## src/rtl/joy_pkg.sv

```systemverilog
// Shared direction type, bit positions and helpers for the joystick conditioner.
// Bit order of a dir_t: {up, down, left, right}.
package joy_pkg;

  typedef logic [3:0] dir_t;

  localparam int unsigned DIR_UP    = 3;
  localparam int unsigned DIR_DOWN  = 2;
  localparam int unsigned DIR_LEFT  = 1;
  localparam int unsigned DIR_RIGHT = 0;

  // Keep only the highest-priority set bit (up > down > left > right).
  function automatic dir_t dir_onehot_hi(input dir_t d);
    dir_t r;
    r = '0;
    if (d[DIR_UP])         r[DIR_UP]    = 1'b1;
    else if (d[DIR_DOWN])  r[DIR_DOWN]  = 1'b1;
    else if (d[DIR_LEFT])  r[DIR_LEFT]  = 1'b1;
    else if (d[DIR_RIGHT]) r[DIR_RIGHT] = 1'b1;
    return r;
  endfunction

  // Rotate clockwise by rot quarter turns: up->right->down->left->up.
  function automatic dir_t dir_rotate(input dir_t d, input logic [1:0] rot);
    dir_t r;
    r = d;
    for (int unsigned i = 0; i < 3; i++) begin
      if (i < {30'd0, rot})
        r = {r[DIR_LEFT], r[DIR_RIGHT], r[DIR_DOWN], r[DIR_UP]};
    end
    return r;
  endfunction

endpackage

```

## src/rtl/joy_debounce.sv

```systemverilog
// Two-flop synchronizer plus per-bit debounce for one player's four direction lines.
module joy_debounce
  import joy_pkg::*;
#(
  parameter int DEB_W   = 4,
  parameter int DEB_CNT = 8
) (
  input  logic clk_sys,
  input  logic reset_n,
  input  logic ce,
  input  dir_t din,
  output dir_t stable
);

  dir_t             sync1;
  dir_t             sync2;
  dir_t             stable_q;
  logic [DEB_W-1:0] cnt [4];

  always_ff @(posedge clk_sys) begin
    if (!reset_n) begin
      sync1    <= '0;
      sync2    <= '0;
      stable_q <= '0;
      for (int unsigned i = 0; i < 4; i++) cnt[i] <= '0;
    end else begin
      sync1 <= din;
      sync2 <= sync1;
      for (int unsigned i = 0; i < 4; i++) begin
        if (sync2[i] == stable_q[i]) begin
          cnt[i] <= '0;
        end else if (DEB_CNT == 0) begin
          stable_q[i] <= sync2[i];
        end else if (ce) begin
          if (cnt[i] == DEB_W'(DEB_CNT - 1)) begin
            stable_q[i] <= sync2[i];
            cnt[i]      <= '0;
          end else if (cnt[i] != '1) begin
            cnt[i] <= cnt[i] + DEB_W'(1);
          end
        end
      end
    end
  end

  assign stable = stable_q;

endmodule

```

## src/rtl/joy_lastdir_filter.sv

```systemverilog
// Multi-player last-pressed-wins 4-way joystick filter with held-direction fallback.
// Optional orientation rotation is built only when JOYDIR_ROTATE_EN is defined.
module joy_lastdir_filter
  import joy_pkg::*;
#(
  parameter int PLAYERS = 2,
  parameter int DEB_W   = 4,
  parameter int DEB_CNT = 8
) (
  input  logic                 clk_sys,
  input  logic                 reset_n,
  input  logic                 ce,
  input  logic [PLAYERS*4-1:0] dir_in,
  input  logic [1:0]           rot,
  output logic [PLAYERS*4-1:0] dir_out,
  output logic [PLAYERS-1:0]   dir_chg,
  output logic                 any_active
);

  logic [PLAYERS*4-1:0] out_next;

`ifndef JOYDIR_ROTATE_EN
  logic unused_rot;
  assign unused_rot = ^rot;
`endif

  for (genvar p = 0; p < PLAYERS; p++) begin : g_player
    dir_t stable, rvec, stable_d, fresh;
    dir_t mask, mask_next, out_q, out_n;
    logic chg_q;

    joy_debounce #(
      .DEB_W   (DEB_W),
      .DEB_CNT (DEB_CNT)
    ) u_deb (
      .clk_sys (clk_sys),
      .reset_n (reset_n),
      .ce      (ce),
      .din     (dir_in[4*p +: 4]),
      .stable  (stable)
    );

`ifdef JOYDIR_ROTATE_EN
    assign rvec = dir_rotate(stable, rot);
`else
    assign rvec = stable;
`endif

    assign fresh = rvec & ~stable_d;

    // New press wins; otherwise fall back to the highest still-held direction.
    always_comb begin
      mask_next = mask;
      if (fresh != '0)
        mask_next = dir_onehot_hi(fresh);
      else if (rvec == '0)
        mask_next = '0;
      else if ((mask & rvec) == '0)
        mask_next = dir_onehot_hi(rvec);
    end

    assign out_n = rvec & mask_next;

    always_ff @(posedge clk_sys) begin
      if (!reset_n) begin
        stable_d <= '0;
        mask     <= '0;
        out_q    <= '0;
        chg_q    <= 1'b0;
      end else begin
        stable_d <= rvec;
        mask     <= mask_next;
        out_q    <= out_n;
        chg_q    <= (out_n != out_q);
      end
    end

    assign out_next[4*p +: 4] = out_n;
    assign dir_out[4*p +: 4]  = out_q;
    assign dir_chg[p]         = chg_q;
  end

  always_ff @(posedge clk_sys) begin
    if (!reset_n) any_active <= 1'b0;
    else          any_active <= |out_next;
  end

endmodule

```

## config.mk

```make
export PLATFORM = sky130hd
export DESIGN_NAME = joy_lastdir_filter
export DESIGN_NICKNAME = d
export VERILOG_FILES = /design/src/rtl/joy_pkg.sv /design/src/rtl/joy_debounce.sv /design/src/rtl/joy_lastdir_filter.sv
export SDC_FILE = /design/constraint.sdc
export NUM_CORES = 1
export LEC_CHECK = 0
export BUFFER_PORTS_ARGS = -buffer_cell sky130_fd_sc_hd__buf_2
export CORE_ASPECT_RATIO = 1.25
export CORE_UTILIZATION = 47
export CTS_BUF_LIST = sky130_fd_sc_hd__clkbuf_4 sky130_fd_sc_hd__clkbuf_8
export DETAILED_ROUTE_END_ITERATION = 12
export GPL_TIMING_DRIVEN = 0
export SLEW_MARGIN = 10
export SYNTH_ARGS = -nofsm -noshare
export SYNTH_HDL_FRONTEND = slang
export SYNTH_SLANG_ARGS = --single-unit
```

## constraint.sdc

```tcl
create_clock -name clk_sys -period 2.3 [get_ports clk_sys]
set_clock_uncertainty 0.2 [all_clocks]
set_input_delay 0.46 -clock clk_sys [delete_from_list [all_inputs] [get_ports clk_sys]]
set_output_delay 0.46 -clock clk_sys [all_outputs]
set_load 0.05 [all_outputs]
```

==> flow_summary_export.csv, run 1 <==
group,metric,value,unit
floorplanning,io_pins,24,
routing,first_pass_iters,4,
timing,period_needed,2220,ps
pwr,leakagePower,1.76,nW
logic_synthesis,synth_cell_types,58,
timing,slew_headroom,57.9,%
placed_design,hpwlAfterDp,5460,um
timing,fin_setup_tns,0,ps
global_route,track_usage,19.7,%
routing,vias,2926,
finish,fill_cells,725,
logic_synthesis,synth_edf_count,32,
finish,insertedDiodeCount,0,
outcome,status,"finished, final reports clean",
critical_path,worst-path-max-fanout,7,
logic_synthesis,synth_top_cell_area_share,27.0,%
critical_path,setup.worst_path.start_class,"flip-flop",
floorplanning,core,7790,um^2
logic_synthesis,synth_commonest_cells,"nor2_1 (69), dfxtp_1 (51), nand3_1 (38), edfxtp_1 (32), nand2_1 (29)",
finish,drive_above_1_share,13.7,%
logic_synthesis,synth_nets,417,
job,maxCapViolCount,0,
pwr,peakVddDrop,0.000404,V
logic_synthesis,synth_most_common_cell,"nor2_1",
placed_design,io_buffers,21,
critical_path,required,2400,ps
global_route,grt_start_max_net_pins,14,
logic_synthesis,synth_flop_cell,"dfxtp_1",
global_route,overflow,0,
timing,tightest_slew,632,ps
logic_synthesis,syn_area,3780,um^2
logic_synthesis,syn_avg_cell_area,9.54,um^2
routing,drt_iter0_markers,90,
clocking,htreeDepth,3,
logic_synthesis,yosysWarnings,0,
logic_synthesis,yosysSeqAreaShare,52.5,%
critical_path,r2r-end,"g_player[1].chg_q$_SDFF_PN0_",
finish,fin_nets,453,
placed_design,gp_congestion,0.830,
global_route,grt_pass1_vias,2801,
clocking,clockBufferDepth,2,
floorplanning,initial_utilization,48.5,%
clocking,cts_tree,"done",
hold_path,hold_path_end,"g_player[0].u_deb.sync1[0]$_SDFF_PN0_",
logic_synthesis,synthArstFlopShare,0,%
clocking,numCtsBuffers,9,
logic_synthesis,syn_inst,396,
logic_synthesis,synth_area_leaders,"dfxtp_1 (27%), edfxtp_1 (25%), nor2_1 (6.9%)",
pwr,finalPower,2.82,mW
routing,ant_nets,0,
floorplanning,dieWidth,82.2,um
clocking,clkSinkCount,83,
clocking,clk_pin_slew,90,ps
routing,routedWlPerCell,14.3,um
clocking,root_buffer,"clkbuf_8",
routing,wl,7590,um
pwr,power.density,659,nW/um^2
critical_path,r2r_cells,5,
logic_synthesis,synth_seq_cells,83,
floorplanning,die_h,102,um
routing,routed_via_density,5.50,
global_route,grt_pass1_wl,12400,um
critical_path,r2r_setup_slack,80,ps
clocking,clkLatencyLatePin,350,ps
timing,hold_viol,0,
timing,finalSetupViolations,0,
hold_path,min_from,"dir_in[0]",
critical_path,critPathKind,"reg -> reg",
critical_path,r2r_start,"g_player[1].u_deb.stable[3]$_SDFFE_PN0P_",
timing,max_clock_freq,451,MHz
floorplanning,dieArea,8400,um^2
timing,timing.hold.ws,111,ps
critical_path,critPathArrivalTime,2320,ps
hold_path,hold_path_class,"in -> reg",
logic_synthesis,yosys.area.top_type,"dfxtp_1",
finish,syn_to_final_growth,13.3,%
critical_path,end_kind,"flip-flop",
hold_path,holdPathStages,2,
routing,drc,0,
global_route,antenna_found_initial,0,
timing,finalMaxSlewViolations,0,
floorplanning,fp-row-count,36,
timing,finalCritPeriodShare,96.4,%
==> report_power, final <==
group	internal [mW]	switching, mW	total, mW	leakage, nW
clock	0.683	0.509	1.19	0.120
sequential	1.54	0.0145	1.56	0.803
combinational	0.0269	0.0473	0.0742	0.839
==> layout make-up <==
type	instances	area, um^2	share of cell area, %
Sequential cell	83	1980	46.3
Multi-Input combinational cell	280	1670	39.0
Clock buffer	12	159	3.71
Timing Repair Buffer	25	135	3.16
Tap cell	95	119	2.78
Buffer	15	76.3	1.78
Clock inverter	4	71.3	1.67
Inverter	18	67.6	1.58
==> metrics by stage <==
step	instance area [um^2]	util [%]	setup slack, ps	cells
finish	4280	54.9	83.4	532
global route	4280	54.9	-33.0	532
CTS	4230	54.3	17.6	528
detailed placement	4000	51.3	-161	512
global placement	4000	51.3	-94.1	512
floorplan	3780	-	241	396
==> what timing repair did <==
action	CTS	global route
setup endpoints to repair	0	3
gates resized for setup	0	7
hold buffers	0	0
buffers inserted	0	4
==> sequential cells by signal, summed over array words and instances, names as in the netlist <==
register               count
g_player.mask              8
g_player.u_deb.stable      8
g_player.out_q             8
g_player.u_deb.sync2       8
g_player.u_deb.sync1       8
g_player.stable_d          8
g_player.chg_q             2
g_player.u_deb.cnt        32
any_active                 1
==> kinds of logic after synthesis <==
| group | Yosys count | synth area share, % |
|---|---|---|
| compound gates | 54 | 10.1 |
| flops | 83 | 52.5 |
| mux | 5 | 1.32 |
| xor+xnor | 18 | 4.17 |
| buf+inv | 33 | 3.74 |
| fa+ha+maj | 8 | 2.65 |
| simple gates | 195 | 25.5 |
==> worst max-delay path by stage <==
stage,from,to,slack [ps],depth (start not counted)
finish,g_player[1].u_deb.stable[3]$_SDFFE_PN0P_,g_player[1].chg_q$_SDFF_PN0_,80,5
floorplan,g_player[1].u_deb.stable[1]$_SDFFE_PN0P_,g_player[1].chg_q$_SDFF_PN0_,240,7
detailed placement,reset_n,g_player[0].u_deb.cnt[3][0]$_SDFFCE_PN0P_,-160,4
CTS,g_player[0].u_deb.stable[2]$_SDFFE_PN0P_,g_player[0].chg_q$_SDFF_PN0_,20,7
global placement,reset_n,g_player[0].u_deb.cnt[3][0]$_SDFFCE_PN0P_,-90,4
global route,g_player[1].u_deb.stable[0]$_SDFFE_PN0P_,g_player[1].chg_q$_SDFF_PN0_,-30,7
==> worst max-delay path, stage by stage, from the launching register on <==
cell and delay (ps):
dfxtp_1 390, nor2b_4 180, or4_4 580, nor3_1 450
a311o_1 240, o41a_1 130
==> cells in the final DEF, fill, tap and decap left out, drive strengths merged, types with 8 or more instances in the layout <==
cell    instances
nor2           71
dfxtp          51
nand3          38
edfxtp         32
buf            30
nand2          29
and2           22
clkbuf         22
inv            19
xor2           17
a21oi          14
ha              8
==> per-layer routing <==
| layer | wire length (um) | up-vias | global-route usage, % |
|---|---|---|---|
| li1 | - | 1463 | - |
| met1 | 3450 | 1384 | 23.9 |
| met2 | 3710 | 56 | 32.6 |
| met3 | 183 | 23 | 2.68 |
| met4 | 248 | 0 | 11.9 |
| met5 | 0 | - | 0 |
Power figures use the tool's default switching activity.
==> run 2, diff against run 1 <==
--- a/config.mk
+++ b/config.mk
@@ -11,6 +11,7 @@
 export CTS_BUF_LIST = sky130_fd_sc_hd__clkbuf_4 sky130_fd_sc_hd__clkbuf_8
 export DETAILED_ROUTE_END_ITERATION = 12
 export GPL_TIMING_DRIVEN = 0
+export RECOVER_POWER = 25
 export SLEW_MARGIN = 10
 export SYNTH_ARGS = -nofsm -noshare
 export SYNTH_HDL_FRONTEND = slang
==> flow_summary_export.csv, run 2 (synthesis results as in run 1) <==
group,metric,value,unit
global_route,grt_pass1_vias,2801,
clocking,clk_pin_slew,90,ps
global_route,busiest_layer,"met2",
critical_path,r2r-end,"g_player[1].chg_q$_SDFF_PN0_",
critical_path,required,2400,ps
timing,timing.hold.ws,111,ps
timing,slew_headroom,57.9,%
global_route,grt_pass1_wl,12400,um
placed_design,dpl.cell_count,512,
pwr,power.density,660,nW/um^2
floorplanning,dieArea,8400,um^2
critical_path,critPathSlowestCell,"or4_4",
timing,hold_viol,0,
timing,max_clock_freq,451,MHz
hold_path,holdPathStages,2,
timing,fin_setup_tns,0,ps
critical_path,critPathArrivalTime,2320,ps
clocking,clkSinkCount,83,
pwr,peakVddDrop,0.000404,V
finish,regMostFlops,"g_player.u_deb.cnt",
timing,period_needed,2220,ps
critical_path,crit_chain,"nor2b_4 > or4_4 > nor3_1 > a311o_1 > o41a_1",
global_route,grt_use_met1,23.9,%
finish,drive_above_1_share,13.3,%
pwr,switching_share,20.3,%
timing,finalSetupViolations,0,
hold_path,min_from,"dir_in[0]",
finish,fin_cells,532,
pwr,power.internal,2.25,mW
finish,fin_nets,453,
global_route,antenna_found_initial,0,
floorplanning,fp-row-count,36,
placed_design,gp_congestion,0.830,
timing,finalCritPeriodShare,96.4,%
floorplanning,core,7790,um^2
clocking,root_buffer,"clkbuf_8",
floorplanning,dieWidth,82.2,um
floorplanning,die_h,102,um
finish,syn_to_final_growth,13.2,%
routing,drc,0,
critical_path,r2r_cells,5,
pwr,combPwrFrac,2.6,%
job,maxCapViolCount,0,
timing,tightest_slew,632,ps
clocking,hold_buffers,0,
clocking,htreeDepth,3,
clocking,cts_tree,"done",
critical_path,r2r_start,"g_player[1].u_deb.stable[3]$_SDFFE_PN0P_",
hold_path,hold_path_class,"in -> reg",
routing,ant_nets,0,
clocking,numCtsBuffers,9,
pwr,clockPowerShare,42.3,%
critical_path,worst-path-max-fanout,7,
outcome,status,"finished, final reports clean",
routing,drt_iter0_markers,91,
clocking,clockBufferDepth,2,
pwr,leakagePower,1.75,nW
critical_path,r2r_setup_slack,80,ps
pwr,pwr-share-seq,55.1,%
routing,routedWlPerCell,14.3,um
routing,wl,7590,um
global_route,track_usage,19.7,%
global_route,grt_use_met2,32.6,%
routing,first_pass_iters,4,
critical_path,max_stage_delay,580,ps
critical_path,setup.worst_path.start_class,"flip-flop",
finish,final_common_cell,"nor2_1",
global_route,grt_start_max_net_pins,14,
critical_path,end_kind,"flip-flop",
global_route,grtUsageMet3,2.68,%
finish,largest_reg_flops,32,
finish,insertedDiodeCount,0,
finish,final_cell_mix,"nor2_1 (69), dfxtp_1 (51), nand3_1 (38)",
placed_design,hpwlAfterDp,5460,um
floorplanning,io_pins,24,
hold_path,hold_path_end,"g_player[0].u_deb.sync1[0]$_SDFF_PN0_",
critical_path,critPathKind,"reg -> reg",
routing,routed_via_density,5.49,
timing,finalMaxSlewViolations,0,
clocking,clkLatencyLatePin,350,ps
floorplanning,initial_utilization,48.5,%
placed_design,io_buffers,21,
global_route,overflow,0,
routing,vias,2922,
pwr,power_switching,0.573,mW
-- run 2: cell types whose count changed in the layout (fill, tap and decap cells not counted), sizes merged --
| cell | delta |
|---|---|
| clkbuf | +2 |
| buf | -2 |
-- run 2: worst max path at each step --
stage | startpoint | endpoint | slack (ps) | cells past startpoint
global placement | reset_n | g_player[0].u_deb.cnt[3][0]$_SDFFCE_PN0P_ | -90 | 4
global route | g_player[1].u_deb.stable[0]$_SDFFE_PN0P_ | g_player[1].chg_q$_SDFF_PN0_ | -30 | 7
floorplan | g_player[1].u_deb.stable[1]$_SDFFE_PN0P_ | g_player[1].chg_q$_SDFF_PN0_ | 240 | 7
finish | g_player[1].u_deb.stable[3]$_SDFFE_PN0P_ | g_player[1].chg_q$_SDFF_PN0_ | 80 | 5
detailed placement | reset_n | g_player[0].u_deb.cnt[3][0]$_SDFFCE_PN0P_ | -160 | 4
CTS | g_player[0].u_deb.stable[2]$_SDFFE_PN0P_ | g_player[0].chg_q$_SDFF_PN0_ | 20 | 7
-- run 2: layout make-up --
type                    instances  area [um^2]
plain buffers                  15         76.3
clock buffers                  12          159
clock inverters                 4         71.3
fillers                       726         3510
inverters                      18         67.6
multi-input cells             280         1670
flip-flops and latches         83         1980
well taps                      95          119
repair buffers                 25          133
-- run 2: through the flow --
stage                     utilization [%]  instance area, um^2  worst slack, ps  power, mW
after CTS                            54.3                 4230             17.6       2.86
after global placement               51.3                 4000            -94.1       1.66
after detailed placement             51.3                 4000             -161       1.67
final                                54.9                 4280             83.2       2.82
after floorplan                         -                 3780              241       1.63
after global routing                 54.9                 4280            -33.0       2.92
-- run 2: routing by layer --
metal	part of all wire, %	vias up	wire length (um)
li1	-	1462	-
met1	46	1381	3470
met2	48	56	3670
met3	2.6	23	194
met4	3.3	0	248
met5	0	-	0
-- run 2: power by group through the flow --
stage               logic [mW]  registers (mW)  clock network [mW]
CTS                     0.0754            1.56                1.23
global placement        0.0741            1.59                   0
finish                  0.0733            1.56                1.19
global route            0.0833            1.56                1.28
floorplan               0.0463            1.59                   0
detailed placement      0.0753            1.59                   0
-- run 2: critical path: cells and delay by family, from the launching register on --
family | cells | cell delay [ps]
and+or+nand+nor | 3 | 1210
DFF | 1 | 390
AOI/OAI and AO/OA | 2 | 370
-- run 2: what timing repair did --
item | in CTS | in global routing
resized for setup | 0 | 7
endpoints found under the setup margin | 0 | 3
buffers inserted | 0 | 4
